**src/rtl/tlut_argmax_stage.sv**
```systemverilog
// tlut_argmax_stage: waits out the SIMD cell latency, snapshots the
// accumulators, scans them one per cycle and returns argmax + score.
// Ports: clk, rst_n (async, active low), start, acc_in[NUM_OUT][ACC_WIDTH],
//   busy, result_valid/result_ready, class_idx, class_score, start_dropped.
// Option: `TLUT_ARGMAX_RUNNER_UP_EN adds second_idx and margin outputs.
module tlut_argmax_stage #(
   parameter int NUM_OUT        = 10,
   parameter int ACC_WIDTH      = 24,
   parameter int COMPUTE_CYCLES = 40,
   parameter int IDX_WIDTH      = $clog2(NUM_OUT)
) (
   input  logic                              clk,
   input  logic                              rst_n,
   input  logic                              start,
   input  logic [NUM_OUT-1:0][ACC_WIDTH-1:0] acc_in,
   output logic                              busy,
   output logic                              result_valid,
   input  logic                              result_ready,
   output logic [IDX_WIDTH-1:0]              class_idx,
   output logic [ACC_WIDTH-1:0]              class_score,
   output logic                              start_dropped
`ifdef TLUT_ARGMAX_RUNNER_UP_EN
   ,
   output logic [IDX_WIDTH-1:0]              second_idx,
   output logic [ACC_WIDTH:0]                margin
`endif
);

   localparam int CW = $clog2(COMPUTE_CYCLES + 1);
   localparam logic [CW-1:0] CNT_LOAD = CW'(COMPUTE_CYCLES - 1);
   localparam logic [IDX_WIDTH-1:0] LAST = IDX_WIDTH'(NUM_OUT - 1);

   typedef enum logic [1:0] {
      S_IDLE, S_WAIT, S_SCAN, S_HOLD
   } state_t;

   state_t state_q, state_d;

   logic [CW-1:0]                     cnt_q;
   logic [IDX_WIDTH-1:0]              ptr_q;
   logic [NUM_OUT-1:0][ACC_WIDTH-1:0] shadow_q;
   logic signed [ACC_WIDTH-1:0]       best_q, best_d, v;
   logic [IDX_WIDTH-1:0]              bidx_q, bidx_d;
   logic [IDX_WIDTH-1:0]              idx_q;
   logic [ACC_WIDTH-1:0]              score_q;

   logic accept, capture, scan, last;

   // HOLD with a completing handshake may start the next op directly.
   assign accept  = start && (state_q == S_IDLE ||
                    (state_q == S_HOLD && result_ready));
   assign capture = (state_q == S_WAIT) && (cnt_q == '0);
   assign scan    = (state_q == S_SCAN);
   assign last    = scan && (ptr_q == LAST);

`ifdef TLUT_ARGMAX_RUNNER_UP_EN
   localparam logic signed [ACC_WIDTH-1:0] MIN_V =
      {1'b1, {(ACC_WIDTH-1){1'b0}}};
   logic signed [ACC_WIDTH-1:0] sec_q, sec_d;
   logic [IDX_WIDTH-1:0]        sidx_q, sidx_d, sidx_o_q;
   logic [ACC_WIDTH:0]          margin_q;
`endif

   // State register
   always_ff @(posedge clk or negedge rst_n) begin
      if (!rst_n) state_q <= S_IDLE;
      else        state_q <= state_d;
   end

   // Next-state logic
   always_comb begin
      state_d = state_q;
      unique case (state_q)
         S_IDLE: if (start) state_d = S_WAIT;
         S_WAIT: if (cnt_q == '0) state_d = S_SCAN;
         S_SCAN: if (ptr_q == LAST) state_d = S_HOLD;
         S_HOLD: if (result_ready)
            state_d = start ? S_WAIT : S_IDLE;
         default: state_d = S_IDLE;
      endcase
   end

   // Outputs decoded from state
   always_comb begin
      busy          = (state_q != S_IDLE);
      result_valid  = (state_q == S_HOLD);
      start_dropped = start && !accept && (state_q != S_IDLE);
   end

   // One scan step; ties keep the earlier (lower) index.
   always_comb begin
      v      = shadow_q[ptr_q];
      best_d = best_q;
      bidx_d = bidx_q;
`ifdef TLUT_ARGMAX_RUNNER_UP_EN
      sec_d  = sec_q;
      sidx_d = sidx_q;
`endif
      if (v > best_q) begin
         best_d = v;
         bidx_d = ptr_q;
`ifdef TLUT_ARGMAX_RUNNER_UP_EN
         sec_d  = best_q;
         sidx_d = bidx_q;
      end else if (v > sec_q) begin
         sec_d  = v;
         sidx_d = ptr_q;
`endif
      end
   end

   always_ff @(posedge clk or negedge rst_n) begin
      if (!rst_n) begin
         cnt_q    <= '0;
         ptr_q    <= '0;
         shadow_q <= '0;
         best_q   <= '0;
         bidx_q   <= '0;
         idx_q    <= '0;
         score_q  <= '0;
      end else begin
         if (accept) cnt_q <= CNT_LOAD;
         else if (state_q == S_WAIT && cnt_q != '0)
            cnt_q <= cnt_q - CW'(1);
         if (capture) begin
            shadow_q <= acc_in;
            best_q   <= acc_in[0];
            bidx_q   <= '0;
            ptr_q    <= IDX_WIDTH'(1);
         end else if (scan) begin
            best_q <= best_d;
            bidx_q <= bidx_d;
            ptr_q  <= ptr_q + IDX_WIDTH'(1);
         end
         // Result registers change only on entry to HOLD.
         if (last) begin
            idx_q   <= bidx_d;
            score_q <= best_d;
         end
      end
   end

   assign class_idx   = idx_q;
   assign class_score = score_q;

`ifdef TLUT_ARGMAX_RUNNER_UP_EN
   always_ff @(posedge clk or negedge rst_n) begin
      if (!rst_n) begin
         sec_q    <= '0;
         sidx_q   <= '0;
         sidx_o_q <= '0;
         margin_q <= '0;
      end else begin
         if (capture) begin
            sec_q  <= MIN_V;
            sidx_q <= '0;
         end else if (scan) begin
            sec_q  <= sec_d;
            sidx_q <= sidx_d;
         end
         // best >= second, so the wrapped difference is the true margin.
         if (last) begin
            sidx_o_q <= sidx_d;
            margin_q <= {best_d[ACC_WIDTH-1], best_d} -
                        {sec_d[ACC_WIDTH-1], sec_d};
         end
      end
   end

   assign second_idx = sidx_o_q;
   assign margin     = margin_q;
`endif

endmodule

```
**config.mk**
```make
export PLATFORM = sky130hd
export DESIGN_NAME = tlut_argmax_stage
export DESIGN_NICKNAME = d
export VERILOG_FILES = /design/src/rtl/tlut_argmax_stage.sv
export SDC_FILE = /design/constraint.sdc
export NUM_CORES = 1
export LEC_CHECK = 0
export ABC_AREA = 1
export BUFFER_PORTS_ARGS = -buffer_cell sky130_fd_sc_hd__buf_2
export CAP_MARGIN = 20
export CELL_PAD_IN_SITES_DETAIL_PLACEMENT = 1
export CELL_PAD_IN_SITES_GLOBAL_PLACEMENT = 2
export CORE_MARGIN = 2
export CORE_UTILIZATION = 25
export CTS_CLUSTER_DIAMETER = 80
export DETAILED_ROUTE_END_ITERATION = 10
export GPL_ROUTABILITY_DRIVEN = 1
export PLACE_DENSITY = 0.67
export SLEW_MARGIN = 5
export SYNTH_ARGS = -nofsm -noshare
export SYNTH_HDL_FRONTEND = slang
export SYNTH_SLANG_ARGS = --single-unit
```
**constraint.sdc**
```tcl
create_clock -name clk -period 3.16 [get_ports clk]
set_input_delay 0.158 -clock clk [delete_from_list [all_inputs] [get_ports clk]]
set_output_delay 0.158 -clock clk [all_outputs]
set_load 0.05 [all_outputs]
```
; ---- Word level (Yosys, flattened, before mapping)
; Index checks and enable logic that the tools add are counted.
[word_totals]
register_bits = 308
memories = 0
latch_bits = 0
elab_cells = 63
input_bits = 244
mem_bits_rw = 0
mem_bits_ro = 0
[op_classes]
n_shift = 0
mul = 0
order_cmp = 2
n_addsub = 2
n_reduce_logical = 16
bitwise = 0
n_div = 0
mux = 18
eq_ne = 8
[ops]
columns = op, count
row1 = $bmux W24 S4, 1
row2 = $mux W24, 4
row3 = $gt A24 B24 Y1, 1
row4 = $mux W4, 5
row5 = $mux W6, 2
row6 = $mux W2, 4
row7 = $pmux W2 S4, 1
row8 = $logic_and A1 B1 Y1, 7
row9 = $logic_not A6 Y1, 1
row10 = $reduce_bool A2 Y1, 3
row11 = $reduce_bool A6 Y1, 1
row12 = $sub A6 B1 Y6 const B, 1
row13 = $lt A4 B5 Y1 const B, 1
row14 = $add A4 B1 Y4 const B, 1
row15 = $eq A2 B2 Y1 const B, 2
row16 = $eq A4 B4 Y1 const B, 1
row17 = $ne A2 B1 Y1 const B, 2
row18 = $ne A2 B2 Y1 const B, 2
row19 = $reduce_and A4 Y1, 1
row20 = $eq A2 B1 Y1 const B, 1
row21 = $logic_not A2 Y1, 1
row22 = $logic_not A1 Y1, 1
row23 = $logic_or A1 B1 Y1, 1
row24 = $mux W1, 1

; ---- Depth between registers and ports, before layout
; Gate-level depths: netlist of run 1.
[depth]
word_depth = 7
depth_mapped = 26

; ---- Worst setup path after synthesis of run 1
; Ideal clock, no wire load.
[synth_timing]
kind = register -> register
start = register ptr_q[0]
end = register best_q[23]
period_less_slack_ps = 2921
arrival_ps = 2808
setup_time_ps = 113
n_path_buf = 6
stages_incl_launch_ff = 22
path_slack_ps = 239
path_cell_list = dfrtp_1 -> buf_2 -> inv_1 -> buf_4 -> buf_4 -> buf_2 -> o21ai_0 -> o211ai_1 -> nand3_1 -> nand2_1 -> ha_1 -> nand2_1 -> nor2_2 -> nand2_2 -> nor3b_2 -> nand4_2 -> buf_6 -> buf_8 -> nand3_1 -> nand3_1 -> nand2_1 -> inv_1
[synth_between]
elab_chain_cells = 6
[synth_rtl]
columns = item, line_no
row1 = "start, declared", 40  ; logic [IDX_WIDTH-1:0] ptr_q;
row2 = "start signal, assigned", 133  ; ptr_q <= ptr_q + IDX_WIDTH'(1);
row3 = $bmux W24 S4 *, 92  ; v = shadow_q[ptr_q];
row4 = $mux W24 (implied by the code) *, 92
row5 = $gt A24 B24 Y1, 99  ; if (v > best_q) begin
row6 = $mux W24 *, 99
row7 = $mux W24 *, 130  ; end else if (scan) begin
row8 = $mux W24 *, 125  ; if (capture) begin
row9 = "end signal, assigned", 127  ; best_q <= acc_in[0];
row10 = "end signal, assigned", 131  ; best_q <= best_d;
row11 = "end, declared", 42  ; logic signed [ACC_WIDTH-1:0] best_q, best_d, v;
; Mark *: on every way between the ends. The rest lies on a longest branch, timed or not. The select of a mux whose other input is x is not followed.
; A chain may end at the register's enable or synchronous reset.

; ---- Final worst setup path of run 1
[layout_timing]
start = register ptr_q[0]
end = register bidx_q[1]
[layout_between]
elab_chain_cells = 6
[layout_rtl]
columns = item, line_no
row1 = $bmux W24 S4, 92
row2 = $mux W24 (implied by the code), 92
row3 = $gt A24 B24 Y1, 99
row4 = $mux W4, 99
row5 = $mux W4, 130
row6 = $mux W4, 125
row7 = "end signal, assigned", 132  ; bidx_q <= bidx_d;
row8 = "end, declared", 43  ; logic [IDX_WIDTH-1:0] bidx_q, bidx_d;
; Every way passes these cells. The select of a mux whose other input is x is not followed.

==> results.md, run 1 <==
- Final weighted congestion of routability-driven global placement: 0.855
- Setup TNS after final layout: -6.80 ns
- Grt peak-use layer: met2
- Number of iterations in the first detailed-routing pass: 5
- Initial Util: between 20% and 30%
- Met3 Usage GRT: 2.89%
- Std-Cell Core Area: 60100 sq um
- Initial antenna violation count: 1
- Worst-case headroom to the max-slew limit: 53.1%
- Half-perimeter wire length after detailed placement: 47.9 mm
- Kind of end point of the critical path: flop
- Maximum level of the CTS H-tree: 2
- Peak VDD IR: 0.000749 V
- Die Span Y: 250 um
- Number of placement rows: 90
- Fin. Hold Viols: 0
- Mean instance size in the synthesized netlist: 7.63 sq um
- Average wire per cell in the routed design: 20.4 um
- Port bufs: 274
- Pin count of the biggest net entering global routing: ~120
- Average vias per placed instance: 4.65
- Outcome: finished with violations
- Max-cap violations: 0
- Fraction of synthesized cell area taken by the top area cell type: roughly 50%
- GRT Residual Overflow: 0
- Synth area leader: sky130_fd_sc_hd__dfrtp_1
- Global-route wire length before repair: ~110 mm
- Die ar.: about 62000 sq um
- Crit share post-route: 105%
- Proportion of layout cells with a drive suffix above 1: 25.8%
- 1st-iter DRT viols: 1018
- Post-route insts no fill: 3421
- Maximum clock path buffer count: 3
- FMAX: 301 MHz
- RSZ-0062 raised after global routing: true
- HP Class: input pin to flop
- Dominant cells by area after synthesis: sky130_fd_sc_hd__dfrtp_1, sky130_fd_sc_hd__nand2_1, sky130_fd_sc_hd__o21ai_0, sky130_fd_sc_hd__ha_1, sky130_fd_sc_hd__nand3_1
- Data required time at the worst endpoint: 3.61 ns
- Worst setup SP type: flop
- Power per unit of standard cell area: approximately 1100 nW/um^2
- Setup slack after placement: -0.369 ns
- Leak: about 0.011 uW
- Sequential cell area fraction in the yosys report: ~50%
- Count of yosys warnings during synthesis: 0
- Number of global-route vias before repair: 17375
- Area of the mapped netlist: 15100 sq um
- Number of nets in the layout: 2884
- Detailed-route via count: 15892
- Number of buffers added by the clock tree synthesis step: 39
- Met2 usage: 36.5%
- I/O Pins: approximately 280
- Number of library cell types mapped by synthesis: 35
- Die X-Extent: around 250 um
- CTS tree: done
- Setup Crit Path Kind: flop to flop
- Final number of setup-violating endpoints: 56
- Cell at the root of the clock tree: sky130_fd_sc_hd__clkbuf_16
- Synthesized netlist net count: 2259
- Final WS setup: -0.162 ns
- Worst-path maximum fanout: 10
- DRC violations left: 0
- Global-route usage over all layers: 22.4%
- Number of nets still failing antenna checks after routing: 0
- Clock transition at path regs: 0.06 ns
- Final Routed Wirelength: between 60 and 70 mm
- Number of synthesized register bits: 308
- Core occupancy in the finished layout: about 39%
- Violated checks: setup timing
- Power, Total: 25100 uW
- Post-synthesis cell count: 1982
- Clk_lat worst skew: 0.58 ns
- Arrival time at the worst endpoint: 3.77 ns
- Layout area overhead: 55.5%
- Worst setup skew after layout: 0.0182 ns
- Max Slew Vio Count: 0
- Worst Tran Pin Value: around 0.7 ns
- Number of clock sinks seen by CTS: 308
- Met1 demand-to-capacity share in global routing: 30.4%
- Shortest clock period the worst path allows after layout: 3.32 ns
- Placed cell count: 3047
[synth_stat cells]
library cell / number
sky130_fd_sc_hd__ha_1: 33
sky130_fd_sc_hd__o22ai_1: 3
sky130_fd_sc_hd__nor3b_2: 1
sky130_fd_sc_hd__nand4_2: 1
sky130_fd_sc_hd__nand3_1: 79
sky130_fd_sc_hd__inv_2: 1
sky130_fd_sc_hd__o21bai_1: 10
sky130_fd_sc_hd__nor3_2: 1
sky130_fd_sc_hd__buf_6: 4
sky130_fd_sc_hd__a21oi_1: 42
sky130_fd_sc_hd__nor2_2: 2
sky130_fd_sc_hd__nand2_2: 4
sky130_fd_sc_hd__nand2_4: 1
sky130_fd_sc_hd__o21ai_0: 157
sky130_fd_sc_hd__nor2_1: 101
sky130_fd_sc_hd__o21bai_2: 3
sky130_fd_sc_hd__dfrtp_1: 308
sky130_fd_sc_hd__o21ai_1: 7
sky130_fd_sc_hd__nor3_1: 1
sky130_fd_sc_hd__nand4_1: 15
sky130_fd_sc_hd__or2_2: 2
sky130_fd_sc_hd__clkinv_1: 3
sky130_fd_sc_hd__nand3_4: 1
sky130_fd_sc_hd__o21ai_2: 3
sky130_fd_sc_hd__buf_8: 1
sky130_fd_sc_hd__buf_4: 8
sky130_fd_sc_hd__buf_2: 22
sky130_fd_sc_hd__buf_1: 4
sky130_fd_sc_hd__nand2_1: 931
sky130_fd_sc_hd__xor2_1: 1
sky130_fd_sc_hd__a21o_1: 1
sky130_fd_sc_hd__o211ai_1: 38
sky130_fd_sc_hd__clkbuf_1: 78
sky130_fd_sc_hd__inv_1: 104
sky130_fd_sc_hd__o221ai_1: 11
[cells by family after synthesis]
kind of cell	count (synthesis)	synth area share, %
fa+ha+maj	33	2.73
compound gates	275	10.4
flops	308	50.9
buf+inv	225	6.24
simple gates	1140	29.6
xor+xnor	1	0.0579
[flip-flops by register name (all words and copies together), names as in the netlist]
signal,flops
state_q,2
shadow_q,240
bidx_q,4
best_q,24
ptr_q,4
class_score,24
class_idx,4
cnt_q,6
[what timing repair did]
action / 4_1_cts / 5_1_grt
pin swaps: 40 / 12
setup buffers: 43 / 7
gates resized for setup: 214 / 29
gates cloned: 12 / 0
hold buffers: 241 / 0
endpoints found under the hold margin: 314 / 0
endpoints found under the setup margin: 56 / 56
[where the power goes]
part	switching, uW	internal (uW)
Sequential	868	5160
Combinational	8240	6140
Clock	1920	2800
[worst max-delay path, stage by stage (launching register included)]
cell and delay (ns):
sky130_fd_sc_hd__dfrtp_4 0.55, sky130_fd_sc_hd__buf_12 0.18, sky130_fd_sc_hd__buf_8 0.13, sky130_fd_sc_hd__o21ai_2 0.06, sky130_fd_sc_hd__o211ai_1 0.51, sky130_fd_sc_hd__nand3_2 0.26
sky130_fd_sc_hd__nand2_2 0.16, sky130_fd_sc_hd__ha_4 0.14, sky130_fd_sc_hd__nand2_4 0.05, sky130_fd_sc_hd__nor2_4 0.09, sky130_fd_sc_hd__nand4_1 0.10, sky130_fd_sc_hd__nor2_2 0.11
sky130_fd_sc_hd__nand2_2 0.08, sky130_fd_sc_hd__nand3_2 0.09, sky130_fd_sc_hd__nand2_2 0.07, sky130_fd_sc_hd__nand2_4 0.11, sky130_fd_sc_hd__buf_12 0.16, sky130_fd_sc_hd__nand3_1 0.12
sky130_fd_sc_hd__nand3_1 0.11, sky130_fd_sc_hd__o21ai_1 0.06
[cell type report]
cell class                      instances  area [sq um]
Clock inverter                         15           214
Multi-Input combinational cell       1449          7230
Timing Repair Buffer                  700          5830
Tap cell                              782           978
Sequential cell                       308          7710
Inverter                              108           429
Fill cell                            7256         36600
Antenna cell                            2          5.00
Clock buffer                           56          1110
Timing Repair inverter                  1          6.26
[stage by stage]
step	hold slack, ns	instance area, sq um
floorplan	-0.138	15100
global placement	0.164	18200
detailed placement	0.173	18200
CTS	0.00257	23400
global route	0.0418	23500
finish	0.0442	23500
[path summary, 6_finish.rpt]
check / cells past startpoint / startpoint / to / slack [ns]
setup / recovery: 19 / ptr_q[0] / bidx_q[1] / -0.16
hold / removal: 4 / result_ready / state_q[1] / 0.04
setup reg to reg: 19 / ptr_q[0] / bidx_q[1] / -0.16
hold reg to reg: 2 / shadow_q[238] / shadow_q[238] / 0.48
max in group asynchronous: 3 / rst_n / shadow_q[105] / 1.91
min in group asynchronous: 2 / rst_n / shadow_q[34] / 0.12
[cells in the final DEF, fill, tap and decap left out, drive strengths merged]
| cell | netlist | layout |
|---|---|---|
| o21ai | 167 | 167 |
| dlygate4sd3 | 0 | 241 |
| buf | 39 | 456 |
| diode | 0 | 2 |
| nor2 | 103 | 103 |
| a21o | 1 | 1 |
| ha | 33 | 33 |
| bufinv | 0 | 4 |
| nand4 | 16 | 16 |
| o21bai | 13 | 13 |
| inv | 105 | 109 |
| or2 | 2 | 2 |
| o221ai | 11 | 11 |
| o22ai | 3 | 3 |
| nand2 | 936 | 936 |
| clkinv | 3 | 8 |
| clkinvlp | 0 | 3 |
| dfrtp | 308 | 308 |
| bufbuf | 0 | 3 |
| o211ai | 38 | 38 |
| nand3 | 80 | 80 |
| a21oi | 42 | 42 |
| clkbuf | 78 | 56 |
| xor2 | 1 | 1 |
| nor3 | 2 | 2 |
| nor3b | 1 | 1 |
[metal layers]
layer	up-vias	wire [um]
met2	383	32400
met4	0	2440
met3	106	3140
li1	7549	-
met5	-	0
met1	7854	31900
No activity file was read; power rests on OpenSTA's default activity.
==> inputs of run 2 (changes only) <==
REMOVE_ABC_BUFFERS = 1   (was unset)
==> run 2 against run 1 <==
The flow still finishes with violations (setup timing). Sequential power fell by 2%. Sequential share of layout area increased by 1.8 points. Global-route usage shrank 3.0 points. Clock power fell by 2%. Hold slack better by 0.047 ns. Critical path type unchanged. Clock-buffer cell count is 9 higher.
==> results.md, run 2 (synthesis results as in run 1) <==
- Outcome: finished with violations
- Violated checks: setup timing
- Shortest clock period the worst path allows after layout: 3.21 ns (-0.109 ns)
- Post-route worst hold slack: 0.0908 ns (+0.0466 ns)
- Critical Path, Cell by Cell: clkinv_8 > buf_16 > buf_6 > o21ai_2 > o211ai_1 > nand3_1 > nand2_2 > ha_4 > nand2_1 > nor2_2 > nand2_2 > nor3b_4 > nand4_4 > buf_4 > buf_4 > nand3_1 > nand3_1 > o21ai_1
- Met3 Usage GRT: 2.88% (-0.010 points)
- Average vias per placed instance: 4.53 (-2.5%)
- Final WS setup: -0.0528 ns (+0.109 ns)
- Clock transition at path regs: 0.06 ns (about the same)
- CP max stage delay: 0.54 ns (about the same)
- Number of iterations in the first detailed-routing pass: 5 (unchanged)
- Final weighted congestion of routability-driven global placement: 0.775 (-9.3%)
- Leak: 0.0106 uW (-5.9%)
- Initial antenna violation count: 1 (unchanged)
- Commonest cells after routing, fill and taps aside: sky130_fd_sc_hd__nand2_1, sky130_fd_sc_hd__dfrtp_1, sky130_fd_sc_hd__buf_2
- Crit share post-route: 102% (-3.4 points)
- Worst Tran Pin Value: 1.02 ns (+0.315 ns)
- Capture point of the worst path: bidx_q[1]
- Switching Share: 43.7% (-0.18 points)
- Number of stages on the worst setup path: 18 (-1)
- Worst-path maximum fanout: 8 (-2)
- Beginning of the critical path: ptr_q[0]
- DRC violations left: 0 (unchanged)
- Layout area overhead: 47.4%
- Met2 usage: 33.1% (-3.4 points)
- Die ar.: 62500 sq um (unchanged)
- Grt peak-use layer: met2
- Number of placement rows: 90 (unchanged)
- Cell Int Power: 12800 uW (-9.1%)
- Proportion of layout cells with a drive suffix above 1: 20.3% (-5.5 points)
- Die Span Y: 250 um (unchanged)
- Detailed-route via count: 15013 (-5.5%)
- Data required time at the worst endpoint: 3.62 ns (about the same)
- Number of nets still failing antenna checks after routing: 0 (unchanged)
- Final Routed Wirelength: 61.2 mm (-12%)
- Combinational share of power: 53.7% (-3.5 points)
- Launch instance of the worst register-to-register path: ptr_q[0]
- Number of flip-flops in the largest register: 240 (unchanged)
- Top register by number of flip-flops: shadow_q
- I/O Pins: 275 (unchanged)
- Max-cap violations: 0 (unchanged)
- Leading cell type in the layout, fill and taps excluded: sky130_fd_sc_hd__nand2_1
- RSZ-0062 raised after global routing: true
- Average wire per cell in the routed design: 18.5 um (-9.6%)
- Worst setup SP type: flop
- GRT Residual Overflow: 0 (unchanged)
- Arrival time at the worst endpoint: 3.68 ns (-0.09 ns)
- Global-route wire length before repair: 94.8 mm (-11%)
- Portion of total power attributed to the clock network: 20.4% (+1.6 points)
- Initial Util: 25.2% (unchanged)
- Number of global-route vias before repair: 16529 (-4.9%)
- Die X-Extent: 250 um (unchanged)
- Critical path's top delay family: simple AND/OR/NAND/NOR gates
- Switching Power: 9950 uW (-9.7%)
- CTS tree: done
- Clk_lat worst skew: 0.56 ns (-0.02 ns)
- Reg2reg setup slack: -0.05 ns (+0.11 ns)
- Number of clock sinks seen by CTS: 308 (unchanged)
- Library cell appearing most often on the critical path: sky130_fd_sc_hd__nand3_1
- Met1 demand-to-capacity share in global routing: 25.4% (-5.0 points)
- FMAX: 311 MHz (+3.4%)
- 1st-iter DRT viols: 706 (-31%)
- Half-perimeter wire length after detailed placement: 38.7 mm (-19%)
- Cell at the root of the clock tree: sky130_fd_sc_hd__clkbuf_16
- Kind of end point of the critical path: flop
- Number of buffers added by the clock tree synthesis step: 40 (+2.6%)
- Number of cells on the worst reg-to-reg path: 18 (-1)
- Proportion of power drawn by flip-flops and latches: 25.9% (+1.9 points)
- Power, Total: 22800 uW (-9.4%)
- Global-route usage over all layers: 19.4% (-3.0 points)
- HP Class: input pin to flop
- Std-Cell Core Area: 60100 sq um (unchanged)
- Worst-case headroom to the max-slew limit: 32.2% (-21 points)
- Maximum level of the CTS H-tree: 2 (unchanged)
- Crit Reg-Reg Endpoint: bidx_q[1]
- Buffers and inverters on the worst path: 5 (+2)
- Fin. Hold Viols: 0 (unchanged)
- Worst setup skew after layout: 0.0250 ns (+0.00684 ns)
- Pin count of the biggest net entering global routing: 213 (+85%)
- Setup Crit Path Kind: flop to flop
- Final number of setup-violating endpoints: 36 (-36%)
- Power per unit of standard cell area: 1020 nW/um^2 (-4.4%)
- Library cell contributing the largest single delay on the critical path: sky130_fd_sc_hd__dfrtp_4
- Port bufs: 274 (unchanged)
- Maximum clock path buffer count: 3 (unchanged)
- Number of nets in the layout: 2777 (-3.7%)
- Peak VDD IR: 0.000791 V (+5.6%)
- Max Slew Vio Count: 0 (unchanged)
## run 2: power by group through the flow
stage	clock [uW]	sequential, uW	combinational [uW]
2_1_floorplan	0	6410	5280
3_3_place_gp	0	5900	9990
3_5_place_dp	0	5930	10200
4_1_cts	4780	5890	11400
5_1_grt	4920	6040	13500
6_report	4640	5900	12200
## run 2: through the flow
stage	worst slack [ns]	area, sq um	cells	setup TNS [ns]	util [%]
floorplan	-8.87	14600	1865	-2198.05	-
global placement	-0.0333	17700	2978	-0.328	29.5
detailed placement	-0.132	17700	2978	-4.44	29.5
CTS	-0.0128	22000	3305	-0.0562	36.5
global route	-0.217	22300	3313	-8.68	37.1
finish	-0.0528	22300	3314	-0.584	37.1
## run 2: worst min-delay path, stage by stage
cell and delay, ns:
sky130_fd_sc_hd__buf_2 0.10, sky130_fd_sc_hd__o221ai_1 0.16, sky130_fd_sc_hd__nor2_1 0.13, sky130_fd_sc_hd__a21oi_1 0.05
## run 2: layout make-up
cell class | count | area, sq um
Fill cell | 7212 | 37800
Sequential cell | 308 | 7720
Multi-Input combinational cell | 1449 | 6890
Timing Repair Buffer | 593 | 4950
Clock buffer | 65 | 1240
Tap cell | 782 | 978
Inverter | 108 | 425
Clock inverter | 7 | 100
Antenna cell | 2 | 5.00
## run 2: routing by layer
metal  vias up  part of all wire, %
met5         -                    0
met4         0                  2.5
met3        84                  3.9
met2       285                   48
met1      7318                   45
li1       7326                    -
## run 2: how the worst min path moves through the flow
stage          slack, ns         start  depth (start not counted)       endpoint
2_1_floorplan      -0.14         rst_n                          0      best_q[0]
3_3_place_gp        0.21         rst_n                          1  shadow_q[176]
3_5_place_dp        0.20         rst_n                          1  shadow_q[128]
4_1_cts             0.05  result_ready                          4     state_q[1]
5_1_grt              0.1  result_ready                          4     state_q[1]
6_report            0.09  result_ready                          4     state_q[1]
## run 2: what timing repair did
| action | 4_1_cts | 5_1_grt |
|---|---|---|
| gates cloned | 6 | 3 |
| resized for setup | 57 | 79 |
| pin swaps | 6 | 42 |
| setup endpoints to repair | 56 | 56 |
| hold buffers | 242 | 0 |
| buffers inserted | 7 | 4 |
| hold endpoints to repair | 330 | 0 |
